<file path="src/rtl/reg_bank_arbiter.sv">
// Two-port round-robin arbiter in front of a bank of load-enable 16-bit registers, with zero-fill sequencing.
// Latency: a write is visible to a read granted in the next cycle; read data/rvalid appear one cycle after the grant.
// Backpressure: ready is withheld during zero-fill, on a clear request, and from the losing port of a conflict; responses cannot be stalled.

// Single register cell: load-enable storage with no reset, contents undefined until written.
// Latency: q reflects d from the cycle after load is asserted.
// Backpressure: none; loads whenever load is high.
module reg_cell #(
  parameter int WIDTH = 16
) (
  input  logic             clk,
  input  logic             load,
  input  logic [WIDTH-1:0] d,
  output logic [WIDTH-1:0] q
);

  // Capture d on any cycle the cell is selected for writing.
  always_ff @(posedge clk) begin
    if (load) q <= d;
  end

endmodule

module reg_bank_arbiter #(
  parameter int NUM_REGS = 8,
  parameter int ADDR_W   = 3,
  parameter int WIDTH    = 16
) (
  input  logic              clk,
  input  logic              rst_n,
  input  logic              clr_req,
  output logic              busy,

  input  logic              a_valid,
  input  logic              a_we,
  input  logic [ADDR_W-1:0] a_addr,
  input  logic [WIDTH-1:0]  a_wdata,
  output logic              a_ready,
  output logic              a_rvalid,
  output logic [WIDTH-1:0]  a_rdata,

  input  logic              b_valid,
  input  logic              b_we,
  input  logic [ADDR_W-1:0] b_addr,
  input  logic [WIDTH-1:0]  b_wdata,
  output logic              b_ready,
  output logic              b_rvalid,
  output logic [WIDTH-1:0]  b_rdata
);

  typedef enum logic {
    CLEAR = 1'b0,
    ARB   = 1'b1
  } state_t;

  // prio: 0 means port A wins the next conflict, 1 means port B wins.
  localparam logic PRIO_A = 1'b0;
  localparam logic PRIO_B = 1'b1;

  state_t            state;
  logic [ADDR_W-1:0] clr_ptr;
  logic              prio;

  logic              arb_open;
  logic              bank_we;
  logic [ADDR_W-1:0] bank_addr;
  logic [WIDTH-1:0]  bank_wdata;
  logic [WIDTH-1:0]  bank_rdata;
  logic              rd_a;
  logic              rd_b;
  logic [WIDTH-1:0]  cell_q [NUM_REGS];

  // busy comes straight from the state flop, so it is glitch-free and high out of reset.
  assign busy = (state == CLEAR);

  // Grant decision: only in ARB, and a clear request suppresses every grant in its cycle.
  always_comb begin
    arb_open = (state == ARB) && !clr_req;
    a_ready  = arb_open && a_valid && (!b_valid || (prio == PRIO_A));
    b_ready  = arb_open && b_valid && (!a_valid || (prio == PRIO_B));
  end

  // Single bank port: zero-fill owns it during CLEAR, otherwise the granted requester drives it.
  always_comb begin
    bank_we    = 1'b0;
    bank_addr  = '0;
    bank_wdata = '0;
    if (state == CLEAR) begin
      bank_we   = 1'b1;
      bank_addr = clr_ptr;
    end else if (a_ready) begin
      bank_we    = a_we;
      bank_addr  = a_addr;
      bank_wdata = a_wdata;
    end else if (b_ready) begin
      bank_we    = b_we;
      bank_addr  = b_addr;
      bank_wdata = b_wdata;
    end
  end

  assign rd_a = a_ready && !a_we;
  assign rd_b = b_ready && !b_we;

  // One register cell per address, each loaded only when the bank port targets it.
  for (genvar i = 0; i < NUM_REGS; i++) begin : g_bank
    reg_cell #(.WIDTH(WIDTH)) u_cell (
      .clk  (clk),
      .load (bank_we && (bank_addr == ADDR_W'(i))),
      .d    (bank_wdata),
      .q    (cell_q[i])
    );
  end

  assign bank_rdata = cell_q[bank_addr];

  // Controller: zero-fill walk, clear-request capture, and round-robin priority tracking.
  always_ff @(posedge clk or negedge rst_n) begin
    if (!rst_n) begin
      state   <= CLEAR;
      clr_ptr <= '0;
      prio    <= PRIO_A;
    end else begin
      case (state)
        CLEAR: begin
          clr_ptr <= clr_ptr + ADDR_W'(1);
          if (clr_ptr == ADDR_W'(NUM_REGS - 1)) state <= ARB;
        end
        ARB: begin
          if (clr_req) begin
            state   <= CLEAR;
            clr_ptr <= '0;
          end else if (a_ready) begin
            prio <= PRIO_B;
          end else if (b_ready) begin
            prio <= PRIO_A;
          end
        end
        default: state <= CLEAR;
      endcase
    end
  end

  // Port A read response: one-cycle rvalid, rdata holds between responses.
  always_ff @(posedge clk or negedge rst_n) begin
    if (!rst_n) begin
      a_rvalid <= 1'b0;
      a_rdata  <= '0;
    end else begin
      a_rvalid <= rd_a;
      if (rd_a) a_rdata <= bank_rdata;
    end
  end

  // Port B read response: one-cycle rvalid, rdata holds between responses.
  always_ff @(posedge clk or negedge rst_n) begin
    if (!rst_n) begin
      b_rvalid <= 1'b0;
      b_rdata  <= '0;
    end else begin
      b_rvalid <= rd_b;
      if (rd_b) b_rdata <= bank_rdata;
    end
  end

endmodule

</file>
<file path="config.mk">
export PLATFORM = sky130hd
export DESIGN_NAME = reg_bank_arbiter
export DESIGN_NICKNAME = d
export VERILOG_FILES = /design/src/rtl/reg_bank_arbiter.sv
export SDC_FILE = /design/constraint.sdc
export NUM_CORES = 1
export LEC_CHECK = 0
export BUFFER_PORTS_ARGS = -buffer_cell sky130_fd_sc_hd__buf_2
export CAP_MARGIN = 15
export CORE_MARGIN = 3
export CORE_UTILIZATION = 30
export CTS_BUF_LIST = sky130_fd_sc_hd__clkbuf_4 sky130_fd_sc_hd__clkbuf_8
export DETAILED_ROUTE_END_ITERATION = 8
export PLACE_DENSITY = 0.55
export SYNTH_ARGS = -nofsm -noshare
export SYNTH_HDL_FRONTEND = slang
export SYNTH_HIERARCHICAL = 1
export SYNTH_SLANG_ARGS = --single-unit
</file>
<file path="constraint.sdc">
create_clock -name clk -period 6.1 [get_ports clk]
set_clock_uncertainty 0.1 [all_clocks]
set_input_delay 0.61 -clock clk [delete_from_list [all_inputs] [get_ports clk]]
set_output_delay 0.61 -clock clk [all_outputs]
set_load 0.01 [all_outputs]
</file>
After elaboration in Yosys (flattened, before gate mapping)

Cells that the tools add are included.
W data, S select, Z words.

Flip-flop bits (word level): 167
Output and inout port bits: 37
Word-level logic and storage cells: 74

Add/sub/neg operators: 1
Order comparisons: 1
Equality and inequality tests: 9
Mux-type cells: 19
Bitwise gates (word level): 4
Reductions and logical operators: 25

Operators by type and width:

| operator              | count |
|---|---|
| $mux W16              | 5 |
| $bmux W16 S3          | 1 |
| $eq A3 B3 Y1 const B  | 5 |
| $logic_and A1 B1 Y1   | 15 |
| $mux W3               | 4 |
| $mux W1               | 7 |
| $eq A3 B2 Y1 const B  | 2 |
| $pmux W3 S2           | 1 |
| $logic_not A1 Y1      | 5 |
| $ge A4 B4 Y1 const B  | 1 |
| $not A3 Y4            | 1 |
| $add A3 B1 Y3 const B | 1 |
| $eq A3 B1 Y1 const B  | 1 |
| $logic_not A3 Y1      | 1 |
| $not A1 Y1            | 3 |
| $reduce_and A3 Y1     | 1 |
| $logic_or A1 B1 Y1    | 2 |
| $ne A2 B2 Y1 const B  | 1 |
| $pmux W1 S2           | 1 |
| $reduce_bool A2 Y1    | 1 |

Logic depth before layout (Yosys ltp)

Gate-level depths: netlist (run 1).

Word-level depth: 11
Depth in mapped cells: 10

Cells and area by module

The synthesis (run 1) kept the hierarchy.

Modules (own cells, without submodules):

| module           | instances | cells each | area each (um^2) |
|---|---|---|---|
| reg_cell         | 8         | 16         | 480.5 |
| reg_bank_arbiter | 1         | 400        | 3,619.7 |

Worst setup path before layout (run 1)

OpenSTA, ideal clock, no wires.

Path type: input to register
Start: input a_addr[1]
End: register g_bank[1].u_cell.q[0] (enable)
Arrival time: 2,762 ps
Slack: 2,829 ps
Stages: 7
Path buffers: 3
Cells stage by stage: and2_0 a32o_1 buf_2 or2_1 buf_6 buf_6 nor3_1

Cells in the longest elaborated chain, start to end: 4

RTL lines:

| what                   | line | source |
|---|---|---|
| start: declaration     | 36   | `input logic [ADDR_W-1:0] a_addr,` |
| $mux W3                | 91   | `end else if (a_ready) begin` |
| $mux W3                | 88   | `if (state == CLEAR) begin` |
| $eq A3 B1 Y1           | 109  | `.load (bank_we && (bank_addr == ADDR_W'(i))),` |
| $logic_and A1 B1 Y1    | 109  |  |
| end signal: assignment | 19   | `if (load) q <= d;` |
| end: declaration       | 14   | `output logic [WIDTH-1:0] q` |

Every way passes these cells.
A chain may end at the register's enable or synchronous reset.

Worst setup path after layout (run 1)

Start: register state
End: register b_rdata[15]

Cells in the longest elaborated chain, start to end: 10
Elaborated cells on any way between the ends: 13

RTL lines:

| what                                         | line | source |
|---|---|---|
| start: declaration                           | 60   | `state_t state;` |
| start signal: assignment                     | 120  | `state <= CLEAR;` |
| start signal: assignment                     | 127  | `if (clr_ptr == ADDR_W'(NUM_REGS - 1)) state <= ARB;` |
| start signal: assignment                     | 131  | `state <= CLEAR;` |
| $logic_and A1 B1 Y1                          | 78   | `arb_open = (state == ARB) && !clr_req;` |
| $logic_and A1 B1 Y1 (2 in series)            | 80   | `b_ready = arb_open && b_valid && (!a_valid \|\| (prio == PRIO_B));` |
| $mux W3                                      | 95   | `end else if (b_ready) begin` |
| $mux W3                                      | 91   |  |
| $mux W3                                      | 88   |  |
| $not A3 Y4 (not written as such)             | 115  | `assign bank_rdata = cell_q[bank_addr];` |
| $bmux W16 S3                                 | 115  |  |
| $mux W16 (not written as such) (2 in series) | 115  |  |
| end signal: assignment                       | 162  | `if (rd_b) b_rdata <= bank_rdata;` |
| end: declaration                             | 48   | `output logic [WIDTH-1:0] b_rdata` |

Parallel ways exist; a longest one is shown, timed or not. The select of a mux whose other input is x is not followed.

==> key figures, run 1 <==
Drt
  – Detailed-route via count: 4884
  – Iteration count of the initial detailed-routing pass: 5
  – DR WL/cell: around 21 um
  – Sum of routed wire length over all layers: ~19 mm
  – Per-cell via count in the routed design: 5.31
  – First DRT Iteration DRCs: 433
  – Number of nets with antenna violations after detailed routing: 0
  – DRC: 0

Critical path
  – Reg-to-Reg Start: state
  – Critical path class: flip-flop to flip-flop
  – Critical R2R Capture: b_rdata[15]
  – R2r setup slk: between 2000 and 3000 ps
  – Worst endpoint required time: ~6300 ps
  – Maximum net fanout on the critical path: 54
  – Critical path arrival: approximately 3800 ps
  – Type of origin of the critical path: flip-flop
  – Depth of the worst register-to-register path: 8
  – Capturing element type of the critical path: flip-flop

Synth
  – Post-synthesis instance total: 528
  – Async set-or-reset flop fraction in the synthesized netlist: about a quarter
  – EDFF count, synth: 128
  – Library cells used by synthesis: 36
  – Total of flip-flops plus latches after synthesis: 167
  – Portion of the post-synthesis area used by sequential elements: 64.6%
  – Mean instance size in the synthesized netlist: between 10 and 15 um^2
  – Post-synthesis cell area: between 7000 and 8000 um^2
  – Warnings, synthesis: 6
  – Number of nets in the synthesized netlist: 575
  – Predominant post-synthesis flop cell: edfxtp_1

STA
  – Sum Neg Setup Slack: 0 ps
  – Hold Fails Final Rpt: 0
  – Final WS setup: between 2000 and 3000 ps
  – F_max: between 200 and 300 MHz
  – Worst-margin pin slew: just under 1000 ps
  – Number of endpoints failing setup at the final stage: 0
  – Minimum clock period after layout: 3590 ps
  – RSZ-0062 raised after global routing: false
  – Tightest slew margin relative to the limit: ~34%
  – Final period utilization: roughly three fifths
  – Final max-slew violation count: 0

Global routing
  – Initial antenna violation count: 0
  – Via count of the first global-routing pass: approximately 4900
  – Total global-route track usage: about 15%
  – Leftover overflow at the end of global routing: 0
  – Maximum number of pins on one net before global-route repair: between 50 and 60
  – Global-route wire length before repair: ~29 mm

Floorplan
  – I/O Pins: about 80
  – Core Footprint: between 20000 and 25000 um^2
  – Area enclosed by the die boundary: about 27000 um^2
  – Chip Height: 164 um
  – Row count: 57
  – Starting Density: a little under a third
  – Die Wd: roughly 160 um

Power
  – Switching power summed over all nets: approximately 1800 uW
  – Share of power burned in combinational logic: 42.8%
  – Internal power consumption: between 2000 and 3000 uW
  – Clock power share: between 10% and 20%
  – Net Sw Frac: between 30% and 40%
  – Pwr/cell area: approximately 540 nW/um^2
  – Total power draw: between 4000 and 5000 uW
  – Sequential Power Share: 39.6%
  – Leak pwr: 0.00319 uW
  – Worst-case vdd ir drop: 0.186 mV

Clocking
  – CTS Sinks: 167
  – Clock edge transition at the registers on the reported setup and hold paths: 100 ps
  – Number of buffers added to fix hold violations after cts: 0
  – Worst-skew pair later-pin latency: about 470 ps
  – Htree depth: 4
  – CTS Buf Count: 17
  – CTS tree: built
  – Resized Gates After CTS: 0
  – Deepest clock path buffer count: 2
  – Setup Fix Bufs, Post-CTS: 0
  – Clock root cell: clkbuf_8

Place
  – Post-detailed-placement half-perimeter wirelength: 11.8 mm
  – Number of buffers added on ports: 81
  – Setup slack after placement: 2330 ps
  – Global placement routability congestion: about 0.8

Finish
  – Multi-input gate area: 2410 um^2
  – Area Overhead vs Synth: 14.5%
  – Number of nets at the end of the flow: 630
  – Count of inserted antenna diode cells: 0
  – Fraction of layout instances using a drive strength above 1: 28.0%
  – Count of filler cells inserted in the layout: roughly 2400
  – Sequential standard cell area: between 4000 and 5000 um^2

Worst hold path
  – Path type of the worst min-delay path: primary input to async pin

Job
  – Maximum capacitance violations: 0

Run status
  – Result of the run: finished clean
layout make-up:
cell class,count,share of cell area [%]
Sequential cell,167,56.4
Multi-Input combinational cell,301,28.1
Timing Repair Buffer,94,5.88
Tap cell,324,4.74
Clock buffer,24,3.64
Clock inverter,8,1.11
Inverter,2,0.0878
cells in the final DEF (no fill, tap or decap), types with 2 or more instances in the layout:
cell,netlist,layout
dfrtp_1,39,39
clkbuf_4,0,3
buf_4,0,13
nor3_2,0,2
clkbuf_8,0,21
o32ai_1,32,32
o22ai_1,32,32
and2_1,3,3
a21o_1,2,2
mux2_2,32,32
a22o_1,18,18
clkinv_2,0,4
nor3_4,0,2
nand2b_1,2,2
inv_1,2,2
a21boi_0,64,64
mux2i_1,16,16
edfxtp_1,128,128
buf_2,7,81
nand2_1,6,6
and3_1,39,39
bufinv_16,0,2
o211ai_1,32,32
ha_1,2,2
synth_stat cells (2+ instances only):
| master | count | share of area, % |
|---|---|---|
| a21boi_0 | 64 | 6.4 |
| a22o_1 | 18 | 2.1 |
| nor2b_1 | 2 | 0.17 |
| buf_6 | 6 | 0.91 |
| o32ai_1 | 32 | 3.8 |
| inv_1 | 2 | 0.10 |
| nand2_1 | 6 | 0.30 |
| nand2b_1 | 2 | 0.17 |
| dfrtp_1 | 39 | 13 |
| and3_1 | 39 | 3.3 |
| clkbuf_1 | 44 | 2.2 |
| nor3_1 | 4 | 0.27 |
| buf_2 | 7 | 0.47 |
| o22ai_1 | 32 | 2.7 |
| nand3_1 | 2 | 0.13 |
| a21o_1 | 2 | 0.20 |
| mux2_2 | 32 | 4.8 |
| edfxtp_1 | 128 | 52 |
| ha_1 | 2 | 0.34 |
| and2_1 | 3 | 0.25 |
| o211ai_1 | 32 | 3.2 |
| mux2i_1 | 16 | 2.1 |
through the flow:
step	cells	area, um^2	utilization (%)	hold WS (ps)
floorplan	528	7460	-	214
global placement	888	8140	33.4	385
detailed placement	888	8140	33.4	390
CTS	920	8550	35.0	154
global route	920	8550	35.0	195
finish	920	8550	35.0	139
registers in the layout, summed over array words and instances (netlist names):
register / count
b_rdata: 16
prio: 1
b_rvalid: 1
a_rdata: 16
state: 1
g_bank.u_cell/q: 128
a_rvalid: 1
clr_ptr: 3
how the worst max path moves through the flow:
| stage | slack (ps) | startpoint | end |
|---|---|---|---|
| after floorplan | 2830 | a_addr[1] | g_bank[1].u_cell/q[0] |
| after global placement | 2390 | clr_req | g_bank[4].u_cell/q[13] |
| after detailed placement | 2330 | clr_req | g_bank[4].u_cell/q[13] |
| after CTS | 2510 | state | g_bank[4].u_cell/q[3] |
| after global routing | 2270 | state | a_rdata[2] |
| final | 2510 | state | b_rdata[15] |
power by group through the flow:
stage	clock [uW]	sequential [uW]	combinational [uW]
finish	810	1830	1980
global route	873	1870	2150
CTS	825	1840	1990
detailed placement	0	1860	1990
global placement	0	1850	1940
floorplan	0	1880	1280
kinds of logic after synthesis:
logic type | synth area share [%]
compound gates | 18.9
simple gates | 5.45
mux | 6.97
buf+inv | 3.74
flops | 64.6
fa+ha+maj | 0.335
worst max-delay path, cell delays in order (launching register included):
cell and delay, ps:
dfrtp_1 520, nand2b_1 150, buf_4 380, o21a_2 790, buf_4 480, a21boi_0 150
o32ai_1 380, mux2i_1 190, mux2_2 290
metal layers:
metal	wire length, um	global-route usage, %	part of all wire (%)	vias up
li1	-	-	-	2235
met1	8620	19.4	45	2451
met2	9100	23.7	47	175
met3	1230	3.46	6.4	23
met4	336	4.96	1.7	0
met5	0	0	0	-
Power figures use the tool's default switching activity.
==> run 2: changes to the inputs <==
Clock period 6.1 ns to 3.3 ns, I/O delays scaled along.
==> run 2 against run 1 <==
  * Register-to-register slack worse by 2100 ps
  * Setup slack got worse by 2100 ps
  * Clock power increased by 80%
  * Total power increased by 86%
  * Critical path type unchanged
  * Critical endpoint is now a_rdata[1]
  * Highest routed layer unchanged
==> key figures, run 2 (synthesized netlist as in run 1, its figures left out) <==
Critical path
  – Total buffers and inverters traversed by the critical path: 1
  – Top cell family by delay on the critical path: simple AND/OR/NAND/NOR gates
  – Capturing element type of the critical path: flip-flop
  – R2r setup slk: ~460 ps
  – Worst endpoint required time: 3540 ps
  – Cell chain of the critical path: and3b_1 > nand3_2 > buf_4 > and3_1 > o32ai_1 > mux2i_1 > mux2_2
  – Critical path class: flip-flop to flip-flop
  – Type of origin of the critical path: flip-flop
  – Critical path arrival: 3080 ps
  – Library cell contributing the largest single delay on the critical path: dfrtp_1
  – Slowest stage delay, CP: ~500 ps
  – Maximum net fanout on the critical path: 27

Drt
  – First DRT Iteration DRCs: approximately 480
  – Number of nets with antenna violations after detailed routing: 0
  – DRC: 0
  – Iteration count of the initial detailed-routing pass: 5
  – Sum of routed wire length over all layers: 19.2 mm
  – DR WL/cell: 20.5 um
  – Detailed-route via count: 4949
  – Per-cell via count in the routed design: between 5 and 6

Clocking
  – Htree depth: 4
  – CTS Sinks: ~170
  – Setup Fix Bufs, Post-CTS: 0
  – Deepest clock path buffer count: 2
  – Clock edge transition at the registers on the reported setup and hold paths: 100 ps
  – CTS tree: built
  – Clock root cell: clkbuf_8
  – CTS Buf Count: 17
  – Worst-skew pair later-pin latency: roughly 450 ps

Floorplan
  – Core Footprint: 24400 um^2
  – Die Wd: between 150 and 200 um
  – Starting Density: 30.6%
  – I/O Pins: around 80
  – Row count: 57
  – Area enclosed by the die boundary: approximately 27000 um^2
  – Chip Height: 164 um

STA
  – Sum Neg Setup Slack: 0 ps
  – F_max: approximately 350 MHz
  – RSZ-0062 raised after global routing: false
  – Hold Fails Final Rpt: 0
  – Worst-margin pin slew: between 900 and 1000 ps
  – Tightest slew margin relative to the limit: 39.2%
  – Minimum clock period after layout: about 2800 ps
  – Number of endpoints failing setup at the final stage: 0
  – Final max-slew violation count: 0
  – Final period utilization: roughly 86%

Finish
  – Leading registers by flop count: g_bank.u_cell/q (128), a_rdata (16), b_rdata (16)
  – Most common cell after layout, fill and taps aside: edfxtp_1
  – Final core utilization: a little over a third
  – Register with the most flip-flops: g_bank.u_cell/q
  – Area Overhead vs Synth: 16.4%
  – Count of inserted antenna diode cells: 0
  – Fraction of layout instances using a drive strength above 1: 29.9%
  – Number of nets at the end of the flow: between 600 and 700
  – Highest-count cells in the layout ignoring fill and taps: edfxtp_1, buf_2, a21boi_0
  – Max reg flops: roughly 130

Global routing
  – Initial antenna violation count: 0
  – Global-route wire length before repair: 29.6 mm
  – Via count of the first global-routing pass: 4902
  – Leftover overflow at the end of global routing: 0
  – Maximum number of pins on one net before global-route repair: between 50 and 60
  – Total global-route track usage: between 10 and 15%

Place
  – Post-detailed-placement half-perimeter wirelength: between 10 and 15 mm
  – Number of buffers added on ports: between 80 and 90
  – Global placement routability congestion: between 0.7 and 0.8

Worst hold path
  – Path type of the worst min-delay path: primary input to flip-flop

Power
  – Leak pwr: ~0.0033 uW
  – Pwr/cell area: 990 nW/um^2
  – Worst-case vdd ir drop: ~0.45 mV

Job
  – Maximum capacitance violations: 0

Run status
  – Result of the run: finished clean
## run 2: cell count changes in the layout (fill, tap and decap cells not counted), sizes merged
cell	before	now
buf	94	110
clkbuf	24	18
clkinv	5	7
clkinvlp	0	1
dlygate4sd3	0	1
inv	3	6
## run 2: final cells by class
| cell class | instances | area, um^2 |
|---|---|---|
| Timing Repair Buffer | 111 | 671 |
| Fill cell | 2368 | 15700 |
| Clock buffer | 18 | 241 |
| Multi-Input combinational cell | 301 | 2390 |
| Clock inverter | 14 | 149 |
| Inverter | 2 | 7.51 |
| Sequential cell | 167 | 4820 |
| Tap cell | 324 | 405 |
## run 2: worst paths after layout
kind	cells after the start	from	endpoint
max	7	state	a_rdata[1]
max in group asynchronous	2	rst_n	a_rdata[1]
min reg2reg	1	a_rdata[4]	a_rdata[4]
max reg2reg	7	state	a_rdata[1]
min	3	b_valid	prio
min in group asynchronous	2	rst_n	clr_ptr[1]
## run 2: repair_timing
action | in CTS | in global routing
gates resized for setup | 0 | 0
setup endpoints to repair | 0 | 0
hold endpoints to repair | 39 | 0
hold buffers | 1 | 0
## run 2: through the flow
stage | total power, uW | instance area, um^2 | cells | setup WS [ps] | hold WS, ps
2_1_floorplan | 5830 | 7460 | 528 | 162 | -65.6
3_3_place_gp | 7120 | 8290 | 904 | 526 | 388
3_5_place_dp | 7200 | 8290 | 904 | 495 | 392
4_1_cts | 8660 | 8690 | 937 | 474 | 71.4
5_1_grt | 9140 | 8690 | 937 | 254 | 91.3
6_report | 8600 | 8690 | 937 | 457 | 99.6
## run 2: power by group
group          internal [uW]  switching (uW)  leakage [uW]
registers               3150             237       0.00171
logic                   1440            2310       0.00136
clock network            688             769      0.000203
total                   5280            3320       0.00327
## run 2: layer usage
metal	global-route usage (%)	share of wire (%)	vias to the layer above
li1	-	-	2259
met1	21.3	47	2471
met2	21.6	44	198
met3	2.75	6.5	21
met4	5.81	2.4	0
met5	0	0	-
## run 2: worst register-to-register path: cells and delay by family (launching register included)
kind / cells / cell delay [ps]
compound gates: 1 / 330
flops: 1 / 500
mux: 2 / 460
simple gates: 3 / 930
buf+inv: 1 / 410
==> run 3: changes to the inputs <==
Settings changed: PLACE_DENSITY 0.55 to 0.57.
Clock period 3.3 ns to 2.5 ns, I/O delays scaled along.
==> run 3 against run 2 <==
  * Via count down 1.4%
  * Wire length is 1.4% higher
  * Combinational power rose by 38%
  * Sequential cell count did not move
  * Clock-buffer cell count is 1 lower
  * Worst hold slack got worse by 54 ps
  * Clock power increased by 52%
  * Cell count rose by 0.11%
  * Total power grew 38%
  * Largest power group unchanged
==> key figures, run 3 (synthesized netlist as in run 1, its figures left out) <==
Floorplan
  – Chip Height: between 150 and 200 um
  – Core Footprint: about 24000 um^2
  – Row count: 57
  – Starting Density: 30.6%
  – I/O Pins: 82
  – Die Wd: about 160 um
  – Area enclosed by the die boundary: between 20000 and 30000 um^2

Finish
  – Sequential standard cell area: between 4000 and 5000 um^2
  – Multi-input gate area: 2390 um^2
  – Count of filler cells inserted in the layout: between 2000 and 2500
  – Leading registers by flop count: g_bank.u_cell/q (128), a_rdata (16), b_rdata (16)
  – Register with the most flip-flops: g_bank.u_cell/q
  – Post-route cell area: about 8900 um^2
  – Number of nets at the end of the flow: about 650
  – Area Overhead vs Synth: 19.2%
  – Count of inserted antenna diode cells: 0
  – Highest-count cells in the layout ignoring fill and taps: edfxtp_1, buf_2, a21boi_0
  – Fraction of layout instances using a drive strength above 1: a little under 30%
  – Max reg flops: roughly 130
  – Most common cell after layout, fill and taps aside: edfxtp_1
  – Final core utilization: a little over a third

Clocking
  – Deepest clock path buffer count: 2
  – Worst-skew pair later-pin latency: between 400 and 500 ps
  – CTS tree: built
  – Htree depth: 4
  – Setup Fix Bufs, Post-CTS: 0
  – Clock edge transition at the registers on the reported setup and hold paths: about 90 ps
  – CTS Buf Count: 17
  – CTS Sinks: between 150 and 200
  – Clock root cell: clkbuf_8

Global routing
  – Total global-route track usage: between 10% and 20%
  – Via count of the first global-routing pass: 4909
  – Global-route wire length before repair: slightly below 30 mm
  – Leftover overflow at the end of global routing: 0
  – Initial antenna violation count: 0
  – Maximum number of pins on one net before global-route repair: 61

Critical path
  – Type of origin of the critical path: primary input
  – Maximum net fanout on the critical path: 20
  – Start point of the critical path: b_valid
  – End point of the critical path: b_rdata[11]
  – Capturing element type of the critical path: flip-flop
  – Reg-to-Reg Start: state
  – R2r setup slk: roughly 75 ps
  – Critical path class: primary input to flip-flop
  – Worst endpoint required time: 2760 ps
  – Depth of the worst register-to-register path: 7
  – Critical R2R Capture: b_rdata[11]
  – Critical path arrival: ~2700 ps

Power
  – Share of power burned in combinational logic: 43.6%
  – Clock power share: a little under a fifth
  – Worst-case vdd ir drop: approximately 0.81 mV
  – Net Sw Frac: a little under two fifths
  – Leak pwr: 0.00335 uW
  – Total power draw: around 12000 uW
  – Internal power consumption: 7460 uW
  – Pwr/cell area: 1330 nW/um^2
  – Sequential Power Share: between 30% and 40%
  – Switching power summed over all nets: 4380 uW

STA
  – Final max-slew violation count: 0
  – Sum Neg Setup Slack: 0 ps
  – Final period utilization: a little over nine tenths
  – Final WS setup: between 70 and 80 ps
  – Worst-margin pin slew: around 900 ps
  – Number of endpoints failing setup at the final stage: 0
  – RSZ-0062 raised after global routing: false
  – Minimum clock period after layout: 2420 ps
  – Tightest slew margin relative to the limit: 39.7%
  – F_max: 412 MHz
  – Hold Fails Final Rpt: 0

Drt
  – Per-cell via count in the routed design: 5.20
  – Number of nets with antenna violations after detailed routing: 0
  – Detailed-route via count: roughly 5000
  – DR WL/cell: approximately 21 um
  – Sum of routed wire length over all layers: 19.4 mm
  – First DRT Iteration DRCs: between 400 and 500
  – DRC: 0
  – Iteration count of the initial detailed-routing pass: 5

Job
  – Maximum capacitance violations: 0

Place
  – Area after detailed placement: 8420 um^2
  – Number of buffers added on ports: 81
  – Global placement routability congestion: a little under 0.8
  – Post-detailed-placement half-perimeter wirelength: 11.6 mm
  – Setup slack after placement: ~130 ps

Worst hold path
  – Path type of the worst min-delay path: primary input to flip-flop

Run status
  – Result of the run: finished clean
## run 3: cell count changes in the layout (fill, tap and decap cells not counted), sizes merged
cell         delta
clkbuf          -1
dlygate4sd3     +1
clkinvlp        -1
bufinv          +3
clkinv          -4
inv             +3
## run 3: worst max-delay path, cell delays in order
cell and delay (ps):
dlygate4sd3_1 530, buf_2 140, and3b_1 210, and3_4 210
or2_1 270, buf_12 170, o32ai_1 390, mux2i_2 190
mux2_2 300
## run 3: layer usage
metal / track usage, % / routed length (um)
met1: 19.5 / 8690
met2: 24.8 / 9340
met3: 3.88 / 1170
met4: 3.84 / 237
met5: 0 / 0
## run 3: final cells by class
class / count / share of cell area, %
Inverter: 2 / 0.0844
Tap cell: 324 / 4.56
Multi-Input combinational cell: 301 / 26.9
Clock buffer: 17 / 2.63
Timing Repair Buffer: 112 / 9.19
Clock inverter: 15 / 2.47
Sequential cell: 167 / 54.2
## run 3: metrics by stage
stage,hold slack [ps],cells
final,46.1,938
after global routing,31.5,938
after CTS,24.2,938
after detailed placement,335,904
after global placement,318,904
after floorplan,-146,528
## run 3: what timing repair did
| item | CTS | global route |
|---|---|---|
| gates resized for setup | 0 | 1 |
| setup endpoints to repair | 0 | 2 |
| endpoints found under the hold margin | 40 | 0 |
| hold buffers | 2 | 0 |
## run 3: power groups by stage
stage / clock network (uW) / registers [uW] / logic, uW
floorplan: 0 / 4570 / 3160
global placement: 0 / 4490 / 5050
detailed placement: 0 / 4530 / 5180
CTS: 2250 / 4470 / 5200
global route: 2400 / 4560 / 5650
finish: 2220 / 4460 / 5160
## run 3: how the worst min path moves through the flow
stage                  to     from  depth (start not counted)
6_report       clr_ptr[0]  clr_req                          3
5_1_grt        clr_ptr[0]  clr_req                          3
4_1_cts        clr_ptr[0]  clr_req                          3
3_5_place_dp   a_rdata[7]    rst_n                          1
3_3_place_gp     a_rvalid    rst_n                          1
2_1_floorplan  a_rdata[0]    rst_n                          0
